===== src/rtl/irq_pkg.sv =====
`default_nettype none
// ============================================================================
//  Module   : irq_pkg
//  Purpose  : Shared constants and helpers for the interrupt controller.
//  Revision : 1.0  initial release
// ============================================================================
package irq_pkg;

    localparam int NSRC      = 3;
    localparam int SRC_KEYB  = 0;
    localparam int SRC_MOUSE = 1;
    localparam int SRC_TIMER = 2;

    localparam logic [1:0] REG_MASK = 2'd0;
    localparam logic [1:0] REG_TLO  = 2'd1;
    localparam logic [1:0] REG_THI  = 2'd2;
    localparam logic [1:0] REG_ACK  = 2'd3;

    localparam int ACK_OVR_BIT = 7;

    // Isolates the lowest set bit, which is also the highest-priority source.
    function automatic logic [NSRC-1:0] pick_lowest(input logic [NSRC-1:0] v);
        return v & (~v + 3'd1);
    endfunction

endpackage
`default_nettype wire


===== src/rtl/irq_timer.sv =====
`default_nettype none
// ============================================================================
//  Module   : irq_timer
//  Purpose  : Prescaler plus programmable period counter, one-cycle fire.
//  Revision : 1.0  initial release
// ============================================================================
module irq_timer
    import irq_pkg::*;
#(
    parameter int PRESCALE = 25000
) (
    input  logic        CLOCK,
    input  logic        RESET,
    input  logic        commit,
    input  logic [15:0] period,
    output logic        fire
);

    localparam int            PW         = (PRESCALE > 1) ? $clog2(PRESCALE) : 1;
    localparam logic [PW-1:0] C_PRE_LAST = PW'(PRESCALE - 1);

    logic [PW-1:0] r_presc_q;
    logic [PW-1:0] w_presc_d;
    logic [15:0]   r_tcount_q;
    logic [15:0]   w_tcount_d;
    logic          w_tick;

    assign w_tick = (period != 16'd0) && (r_presc_q == C_PRE_LAST);

    // A commit restarts the whole interval and suppresses a coincident fire.
    always_comb begin
        w_presc_d  = r_presc_q;
        w_tcount_d = r_tcount_q;
        fire       = 1'b0;
        if (commit) begin
            w_presc_d  = '0;
            w_tcount_d = period;
        end else if (period == 16'd0) begin
            w_presc_d  = '0;
        end else if (w_tick) begin
            w_presc_d = '0;
            if (r_tcount_q <= 16'd1) begin
                fire       = 1'b1;
                w_tcount_d = period;
            end else begin
                w_tcount_d = r_tcount_q - 16'd1;
            end
        end else begin
            w_presc_d = r_presc_q + 1'b1;
        end
    end

    always_ff @(posedge CLOCK or posedge RESET) begin
        if (RESET) begin
            r_presc_q  <= '0;
            r_tcount_q <= '0;
        end else begin
            r_presc_q  <= w_presc_d;
            r_tcount_q <= w_tcount_d;
        end
    end

endmodule
`default_nettype wire


===== src/rtl/irq_ctrl.sv =====
`default_nettype none
// ============================================================================
//  Module   : irq_ctrl
//  Purpose  : Latches, masks and delivers peripheral interrupts one at a time
//             as toggles; bus-snooped register window and millisecond timer.
//  Revision : 1.0  initial release
// ============================================================================
module irq_ctrl
    import irq_pkg::*;
#(
    parameter logic [15:0] BASE_ADDR = 16'hFFF0,
    parameter int          PRESCALE  = 25000
) (
    input  logic        CLOCK,
    input  logic        RESET,
    input  logic [15:0] I_ADDR,
    input  logic [7:0]  I_WDATA,
    input  logic        I_WREN,
    output logic [7:0]  O_RDATA,
    output logic        O_RSEL,
    input  logic        KEYB_STB,
    input  logic        MOUSE_STB,
    output logic        IRQ_KEYB,
    output logic        IRQ_MOUSE,
    output logic        IRQ_TIMER
);

    logic [NSRC-1:0] r_mask_q,     w_mask_d;
    logic [NSRC-1:0] r_pending_q,  w_pending_d;
    logic [NSRC-1:0] r_inflight_q, w_inflight_d;
    logic [NSRC-1:0] r_overrun_q,  w_overrun_d;
    logic [NSRC-1:0] r_irq_q,      w_irq_d;
    logic [7:0]      r_tlo_q,      w_tlo_d;
    logic [15:0]     r_tperiod_q,  w_tperiod_d;

    logic [15:0]     w_off;
    logic [1:0]      w_reg;
    logic            w_wr;
    logic            w_commit;
    logic            w_fire;
    logic [NSRC-1:0] w_stb;
    logic [NSRC-1:0] w_ack;
    logic            w_ack_ovr;
    logic [NSRC-1:0] w_sel;

    // Unsigned offset wraps, so one compare covers both window edges.
    assign w_off    = I_ADDR - BASE_ADDR;
    assign O_RSEL   = (w_off < 16'd4);
    assign w_reg    = w_off[1:0];
    assign w_wr     = I_WREN && O_RSEL;
    assign w_commit = w_wr && (w_reg == REG_THI);

    assign w_tperiod_d = w_commit ? {I_WDATA, r_tlo_q} : r_tperiod_q;

    irq_timer #(
        .PRESCALE (PRESCALE)
    ) u_timer (
        .CLOCK  (CLOCK),
        .RESET  (RESET),
        .commit (w_commit),
        .period (w_tperiod_d),
        .fire   (w_fire)
    );

    always_comb begin
        w_stb            = '0;
        w_stb[SRC_KEYB]  = KEYB_STB;
        w_stb[SRC_MOUSE] = MOUSE_STB;
        w_stb[SRC_TIMER] = w_fire;

        w_ack     = (w_wr && w_reg == REG_ACK) ? I_WDATA[NSRC-1:0] : '0;
        w_ack_ovr = w_wr && (w_reg == REG_ACK) && I_WDATA[ACK_OVR_BIT];

        w_sel = (r_inflight_q == '0) ? pick_lowest(r_pending_q & r_mask_q) : '0;

        w_mask_d     = (w_wr && w_reg == REG_MASK) ? I_WDATA[NSRC-1:0] : r_mask_q;
        w_tlo_d      = (w_wr && w_reg == REG_TLO) ? I_WDATA : r_tlo_q;
        w_pending_d  = (r_pending_q & ~w_sel) | w_stb;
        w_inflight_d = (r_inflight_q & ~w_ack) | w_sel;
        // A strobe landing on a pending bit that is being delivered is not lost.
        w_overrun_d  = (w_ack_ovr ? '0 : r_overrun_q) | (w_stb & r_pending_q & ~w_sel);
        w_irq_d      = r_irq_q ^ w_sel;
    end

    always_comb begin
        O_RDATA = 8'h00;
        if (O_RSEL) begin
            case (w_reg)
                REG_MASK: O_RDATA = {1'b0, r_pending_q, 1'b0, r_mask_q};
                REG_TLO:  O_RDATA = r_tperiod_q[7:0];
                REG_THI:  O_RDATA = r_tperiod_q[15:8];
                default:  O_RDATA = {1'b0, r_overrun_q, 1'b0, r_inflight_q};
            endcase
        end
    end

    always_ff @(posedge CLOCK or posedge RESET) begin
        if (RESET) begin
            r_mask_q     <= '0;
            r_pending_q  <= '0;
            r_inflight_q <= '0;
            r_overrun_q  <= '0;
            r_irq_q      <= '0;
            r_tlo_q      <= '0;
            r_tperiod_q  <= '0;
        end else begin
            r_mask_q     <= w_mask_d;
            r_pending_q  <= w_pending_d;
            r_inflight_q <= w_inflight_d;
            r_overrun_q  <= w_overrun_d;
            r_irq_q      <= w_irq_d;
            r_tlo_q      <= w_tlo_d;
            r_tperiod_q  <= w_tperiod_d;
        end
    end

    assign IRQ_KEYB  = r_irq_q[SRC_KEYB];
    assign IRQ_MOUSE = r_irq_q[SRC_MOUSE];
    assign IRQ_TIMER = r_irq_q[SRC_TIMER];

endmodule
`default_nettype wire


===== config.mk =====
export PLATFORM = sky130hd
export DESIGN_NAME = irq_ctrl
export DESIGN_NICKNAME = d
export VERILOG_FILES = /design/src/rtl/irq_pkg.sv /design/src/rtl/irq_timer.sv /design/src/rtl/irq_ctrl.sv
export SDC_FILE = /design/constraint.sdc
export NUM_CORES = 1
export LEC_CHECK = 0
export ABC_AREA = 1
export BUFFER_PORTS_ARGS = -buffer_cell sky130_fd_sc_hd__buf_2
export CORE_MARGIN = 3
export CORE_UTILIZATION = 60
export CTS_CLUSTER_SIZE = 28
export DETAILED_ROUTE_END_ITERATION = 7
export GPL_TIMING_DRIVEN = 0
export PLACE_DENSITY = 0.81
export SLEW_MARGIN = 25
export SYNTH_ARGS = -nofsm -noshare
export SYNTH_HDL_FRONTEND = slang
export SYNTH_SLANG_ARGS = --single-unit

===== constraint.sdc =====
create_clock -name CLOCK -period 2.41 [get_ports CLOCK]
set_input_delay 0.1205 -clock CLOCK [delete_from_list [all_inputs] [get_ports CLOCK]]
set_output_delay 0.1205 -clock CLOCK [all_outputs]
set_load 0.03 [all_outputs]

==> metrics.md, run 1 <==
| Metric | Value |
|---|---|
| N_diodes | 0 |
| Final min period | approximately 2.2 ns |
| Setup WS pre-CTS | between 0.05 and 0.06 ns |
| RSZ-0062 raised after global routing | true |
| Synth async-reset ratio | 100% |
| Adder-Cell Fraction of Synth Area | 0.872% |
| # fillers | approximately 570 |
| Hold Crit Class | primary input to flip-flop |
| Layout Cells excl Fill | between 700 and 800 |
| Fin nets | between 600 and 700 |
| Die Width | between 90 and 100 um |
| Worst clock skew | roughly 0.012 ns |
| Drt wl/cell | 13.7 um |
| Root Driver | clkbuf_8 |
| FP Rows | 30 |
| Total number of vias | about 3800 |
| Ports | 41 |
| CP endpoint kind | flip-flop |
| Clk buf depth | 2 |
| Mux contribution to synthesized area | less than 1% |
| Total core area | ~0.0069 sq mm |
| Clock sink count | 70 |
| Largest net degree at the start of global routing | 57 |
| Yosys cell types | 41 |
| WP data arrival | 2.45 ns |
| Post-synth top area cell | dfrtp_1 |
| Max-cap violations | 0 |
| Simple-gate area share of the yosys netlist | between 30 and 40% |
| DRC | 0 |
| Mapped Avg Cell Area | 7.69 sq um |
| Least-Margin Pin Slew | around 0.85 ns |
| Clk Latency, worst-skew pair | ~0.35 ns |
| Util after Layout | between 70% and 80% |
| Area contributors post-synth | dfrtp_1, nand2_1, inv_1 |
| Max rail drop VDD | around 0.56 mV |
| Max frequency | approximately 450 MHz |
| Sequential share of the synthesized area | just over 40% |
| Initial antenna violation count | 0 |
| Synth warn | 0 |
| CTS tree | built |
| CTS H-Tree Depth | 3 |
| Initial Utilization | 62.7% |
| Layout cells sized above 1 | a little under a fifth |
| Req. time, crit path | 2.65 ns |
| Total track usage | around a quarter |
| Vias in the first global route | between 3000 and 4000 |
| DRT iter0 DRCs | between 200 and 250 |
| Power, Total | about 0.0023 W |
| Syn Nets | slightly below 600 |
| Post-synth EDFFs | 0 |
| Slew Limit Fails | 0 |
| Die area | 0.00823 sq mm |
| Gp weighted congestion | between 0.9 and 1 |
| LEAKAGE | roughly 2.4 nW |
| Setup Crit Path Kind | flip-flop to flip-flop |
| Yosys reg bits | 70 |
| PortBufs | 38 |
| Crit-path max FO | 10 |
| Power per Cell Area | around 480 mW/mm^2 |
| Xor/xnor share of the synthesized area | a little under 6% |
| Final hold viol count | 0 |
| Post-DP HPWL | about 7400 um |
| Slew headroom | between 40% and 50% |
| Global-route wire length before repair | ~17000 um |
| Gate Count Post-Synth | 560 |
| Compound-Gate Fraction of Synth Area | 8.69% |
| Post-route clock period utilization | 91.8% |
| Mapped cell area | 0.00431 sq mm |
| Die Span Y | 90.7 um |
| Final setup vio count | 0 |
| Drt via density | approximately 5.4 |
| Ys flop type | dfrtp_1 |
| GRT overflow | 0 |
| Placed Cells | approximately 700 |
| Combinational family with the most area after synthesis | simple AND/OR/NAND/NOR gates |
| Worst Hold Slack | between 0.015 and 0.02 ns |
| Share of the synthesized area in the top cell type | 40.7% |
| CTS Buf Count | 9 |
| Clk slew on worst S/H paths | ~0.08 ns |
| First drt pass iteration count | 5 |
| Status | complete, no violations |
| Setup ws final | slightly below 0.2 ns |
| Worst setup SP type | flip-flop |
| Post-route ant nets | 0 |
| Area Overhead vs Synth | 13.1% |
| DRT Wirelength | about 9800 um |
cells in the final DEF (no fill, tap or decap), drive strengths merged, types with 2 or more instances in the layout:
cell type / n
a21oi: 6
a221oi: 2
a31oi: 5
buf: 49
clkbuf: 13
clkinv: 3
clkinvlp: 3
dfrtp: 70
dlygate4sd3: 3
ha: 3
inv: 77
nand2: 165
nand3: 37
nand3b: 2
nand4: 20
nor2: 67
nor3: 5
nor4: 3
o211ai: 6
o21ai: 42
xnor2: 13
xor2: 16
cells by family (layout without fill, tap and decap cells):
family / count (synthesis) / in the layout
AO/OA/AOI/OAI: 66 / 66
XOR/XNOR: 29 / 29
adder cells (fa/ha/maj): 3 / 3
buffers and inverters: 90 / 148
flip-flops: 70 / 70
multiplexers: 1 / 1
AND/OR/NAND/NOR: 301 / 301
synthesized netlist by cell type (2+ instances only):
| library cell | n |
|---|---|
| nor2_4 | 16 |
| nand2_4 | 2 |
| inv_2 | 5 |
| nand3_1 | 36 |
| o21ai_0 | 41 |
| xor2_1 | 16 |
| nor2_1 | 47 |
| clkbuf_1 | 4 |
| o211ai_1 | 6 |
| a31oi_1 | 5 |
| ha_1 | 3 |
| inv_1 | 69 |
| nand4_1 | 18 |
| dfrtp_1 | 70 |
| nand3b_1 | 2 |
| buf_4 | 2 |
| buf_6 | 3 |
| buf_2 | 4 |
| a21oi_1 | 6 |
| xnor2_1 | 13 |
| nand4_4 | 2 |
| a221oi_1 | 2 |
| nor4_1 | 3 |
| nand2_2 | 12 |
| nor2_2 | 4 |
| nand2_1 | 150 |
| nor3_1 | 5 |
power breakdown:
group / leakage [nW] / total (W) / switching (W) / internal (W)
sequential: 0.897 / 0.00123 / 0.0000257 / 0.00120
clock: 0.0829 / 0.000875 / 0.000490 / 0.000385
combinational: 1.45 / 0.000223 / 0.000134 / 0.0000894
total: 2.43 / 0.00233 / 0.000649 / 0.00168
critical path: stages, from the launching register on:
cell and delay, ns:
dfrtp_1 0.45, inv_1 0.18, ha_1 0.24, inv_1 0.08
a2111oi_2 0.40, nor2_1 0.15, clkbuf_1 0.23, o21ai_0 0.20
inv_1 0.06, nand2_1 0.07, nand2_1 0.05
through the flow:
step           TNS (ns)  area [sq um]
2_1_floorplan         0          4310
3_3_place_gp     -16.87          4620
3_5_place_dp          0          4650
4_1_cts               0          4860
5_1_grt        -0.00247          4870
6_report              0          4870
registers in the layout, indices dropped and copies added, names as in the netlist:
register and count:
r_inflight_q 3, r_irq_q 3, r_mask_q 3, r_overrun_q 3
r_pending_q 3, r_tlo_q 8, r_tperiod_q 16, u_timer.r_presc_q 15
u_timer.r_tcount_q 16
cell type report:
type                            instances  area, sq um  share of cell area, %
Multi-Input combinational cell        400         2180                   44.7
Sequential cell                        70         1750                   36.0
Inverter                               76          289                   5.93
Timing Repair Buffer                   42          248                   5.08
Clock buffer                            9          124                   2.54
Tap cell                               96          120                   2.47
Buffer                                 14          104                   2.13
Clock inverter                          7         57.6                   1.18
metal layers:
layer | vias up | part of all wire, % | track usage (%)
met2 | 104 | 49 | 41.3
met5 | - | 0 | 0
li1 | 1896 | - | -
met3 | 21 | 5.2 | 3.83
met1 | 1816 | 44 | 33.1
met4 | 0 | 2.1 | 8.42
repair_timing:
item                                   in CTS  in global routing
hold buffers                                3                  0
endpoints found under the hold margin      56                  0
gates resized for setup                     0                  5
setup endpoints to repair                   0                 19
setup buffers                               0                  0
path summary, 6_finish.rpt:
check                                       from               endpoint  slack [ns]  cells after the start
hold / removal                        I_WDATA[3]             r_tlo_q[3]        0.02                      2
min in group asynchronous                  RESET  u_timer.r_tcount_q[3]        0.24                      3
hold reg to reg                       r_irq_q[2]             r_irq_q[2]        0.47                      1
setup reg to reg           u_timer.r_tcount_q[0]  u_timer.r_tcount_q[6]        0.20                     10
max in group asynchronous                  RESET             r_tlo_q[7]        1.64                      4
setup / recovery           u_timer.r_tcount_q[0]  u_timer.r_tcount_q[6]        0.20                     10
No activity file was read; power rests on OpenSTA's default activity.
==> run 2, diff against run 1 <==
- CORE_MARGIN: 3 -> unset
==> run 2 against run 1 <==
Setup slack improved by 0.028 ns; clock skew fell by 0.0052 ns; via count rose by 1.3%; largest cell class unchanged; critical path type unchanged; cell count did not move; non-clock buffer count did not move; clock-buffer cell count did not move; core utilization rose by 0.93 points; global-route usage rose by 4.1 points; die area fell by 8.6%; worst hold slack improved by 0.0052 ns; register-to-register slack improved by 0.03 ns.
==> metrics.md, run 2 (synthesized netlist as in run 1, its figures left out) <==
| Metric | Value |
|---|---|
| Vias in the first global route | 3756 (+4.5%) |
| Setup Crit Path Kind | flip-flop to flip-flop |
| Least-Margin Pin Slew | 0.826 ns (-0.0206 ns) |
| Worst Hold Slack | 0.0217 ns (+0.00517 ns) |
| Worst clock skew | 0.00651 ns (-0.00525 ns) |
| Clock sink count | 70 (unchanged) |
| FP Rows | 30 (unchanged) |
| GRT overflow | 0 (unchanged) |
| Flop2flop setup slack | 0.23 ns (+0.03 ns) |
| Internal power | 0.00198 W (+18%) |
| Largest net degree at the start of global routing | 57 (unchanged) |
| Largest registers | r_tperiod_q x16, u_timer.r_tcount_q x16, u_timer.r_presc_q x15 |
| Total core area | 0.00687 sq mm (unchanged) |
| CTS Buf Count | 9 (unchanged) |
| Share of total power in sequential cells | 47.0% (-5.8 points) |
| Req. time, crit path | 2.65 ns (about the same) |
| Die area | 0.00752 sq mm (-8.6%) |
| PortBufs | 38 (unchanged) |
| Combinational power share | 8.5% (-1.1 points) |
| Power per Cell Area | 529 mW/mm^2 (+11%) |
| Final hold viol count | 0 (unchanged) |
| Max stage delay on crit path | 0.46 ns (about the same) |
| Die Span Y | 86.7 um (-4.4%) |
| Clk Latency, worst-skew pair | 0.35 ns (about the same) |
| RSZ-0062 raised after global routing | false |
| WP data arrival | 2.42 ns (-0.03 ns) |
| Ports | 41 (unchanged) |
| First drt pass iteration count | 4 (-1) |
| Total track usage | 28.9% (+4.1 points) |
| Net Sw Power | 0.000630 W (-3.0%) |
| DP Area | 0.00465 sq mm (unchanged) |
| Clk network pwr share | 44.5% (+6.9 points) |
| Commonest non-fill, non-tap cell in the layout | nand2_1 |
| Final min period | 2.18 ns (-0.0278 ns) |
| Post-DP HPWL | 7440 um (about the same) |
| Status | complete, no violations |
| Slew Limit Fails | 0 (unchanged) |
| Clk buf depth | 2 (unchanged) |
| Max-cap violations | 0 (unchanged) |
| Util after Layout | 71.9% (+0.93 points) |
| Most frequent cells in the layout | nand2_1, dfrtp_1, inv_1 |
| Gp weighted congestion | 0.907 (-0.57%) |
| DRC | 0 (unchanged) |
| Setup TNS | 0 ns (unchanged) |
| Slowest CP cell | dfrtp_1 |
| Max rail drop VDD | 0.469 mV (-17%) |
| Post-route ant nets | 0 (unchanged) |
| Worst setup SP type | flip-flop |
| Fin nets | 645 (unchanged) |
| Drt via density | 5.44 (+1.3%) |
| Finished Cell Area | 0.00494 sq mm (+1.3%) |
| Clk slew on worst S/H paths | 0.08 ns (about the same) |
| Initial Utilization | 62.7% (unchanged) |
| Post-route clock period utilization | 90.7% (-1.2 points) |
| Final setup vio count | 0 (unchanged) |
| Total number of vias | 3886 (+1.3%) |
| Crit-path max FO | 10 (unchanged) |
| Worst path cell trace | inv_2 -> ha_1 -> inv_1 -> a2111oi_2 -> nor2_1 -> clkbuf_1 -> nand2_1 -> o211ai_1 -> nand2_1 -> nand2_1 |
| Root Driver | clkbuf_8 |
| Area Overhead vs Synth | 14.6% |
| Global-route wire length before repair | 16700 um (+0.41%) |
| Hold Crit Class | primary input to flip-flop |
| Drt wl/cell | 13.9 um (+1.2%) |
| Slew headroom | 44.4% (+1.4 points) |
| Die Width | 86.7 um (-4.4%) |
| Initial antenna violation count | 0 (unchanged) |
| Layout cells sized above 1 | 18.8% (+0.16 points) |
| Max frequency | 458 MHz (+1.3%) |
| LEAKAGE | 2.46 nW (+1.5%) |
| N_diodes | 0 (unchanged) |
| CTS tree | built |
| Most used cell, CP | nand2_1 |
| CP endpoint kind | flip-flop |
| CTS H-Tree Depth | 3 (unchanged) |
| Switch share | 24.1% (-3.8 points) |
| DRT Wirelength | 9910 um (+1.2%) |
| DRT iter0 DRCs | 268 (+12%) |
| Power, Total | 0.00261 W (+12%) |
==> run 2: metrics by stage <==
step                worst slack, ns  std cells
finish                        0.225        714
global route                 0.0572        714
CTS                          0.0515        714
detailed placement          0.00594        695
global placement             -0.243        694
floorplan                     0.435        560
==> run 2: layer usage <==
layer	vias up	global-route usage (%)	share of wire [%]
met4	0	10.3	1.7
met1	1818	36.2	43
met3	23	4.38	5.4
met5	-	0	0
met2	140	50.9	49
li1	1905	-	-
==> run 2: final cells by class <==
cell class / count / area, sq um
Multi-Input combinational cell: 400 / 2180
Fill cell: 547 / 1930
Sequential cell: 70 / 1750
Inverter: 76 / 289
Timing Repair Buffer: 42 / 248
Clock buffer: 9 / 124
Clock inverter: 7 / 123
Tap cell: 96 / 120
Buffer: 14 / 105
==> run 2: path summary, 6_finish.rpt <==
path	from	end	depth (start not counted)
max in group asynchronous	RESET	u_timer.r_presc_q[7]	4
worst max register to register	u_timer.r_tcount_q[0]	u_timer.r_tcount_q[5]	10
worst max-delay path	u_timer.r_tcount_q[0]	u_timer.r_tcount_q[5]	10
worst min-delay path	I_WDATA[3]	r_tlo_q[3]	2
min in group asynchronous	RESET	u_timer.r_tcount_q[10]	3
worst min register to register	u_timer.r_presc_q[0]	u_timer.r_presc_q[0]	1
==> run 2: power groups by stage <==
stage               combinational [W]  clock (W)  sequential [W]
floorplan                    0.000153          0         0.00125
global placement             0.000205          0         0.00125
detailed placement           0.000215          0         0.00125
CTS                          0.000221    0.00117         0.00123
global route                 0.000245    0.00122         0.00123
finish                       0.000221    0.00116         0.00123
==> run 2: critical path: cells and delay by family (launching register included) <==
| kind | cells | cell delay [ns] |
|---|---|---|
| and+or+nand+nor | 4 | 0.41 |
| DFF | 1 | 0.46 |
| adders and majority gates | 1 | 0.22 |
| buffers and inverters | 3 | 0.49 |
| AOI/OAI and AO/OA | 2 | 0.51 |
==> run 2: timing repair <==
| item | 4_1_cts | 5_1_grt |
|---|---|---|
| endpoints found under the setup margin | 3 | 19 |
| hold buffers | 3 | 0 |
| gates resized for setup | 1 | 7 |
| endpoints found under the hold margin | 26 | 0 |
| cloned | 0 | 0 |
| setup buffers | 0 | 0 |
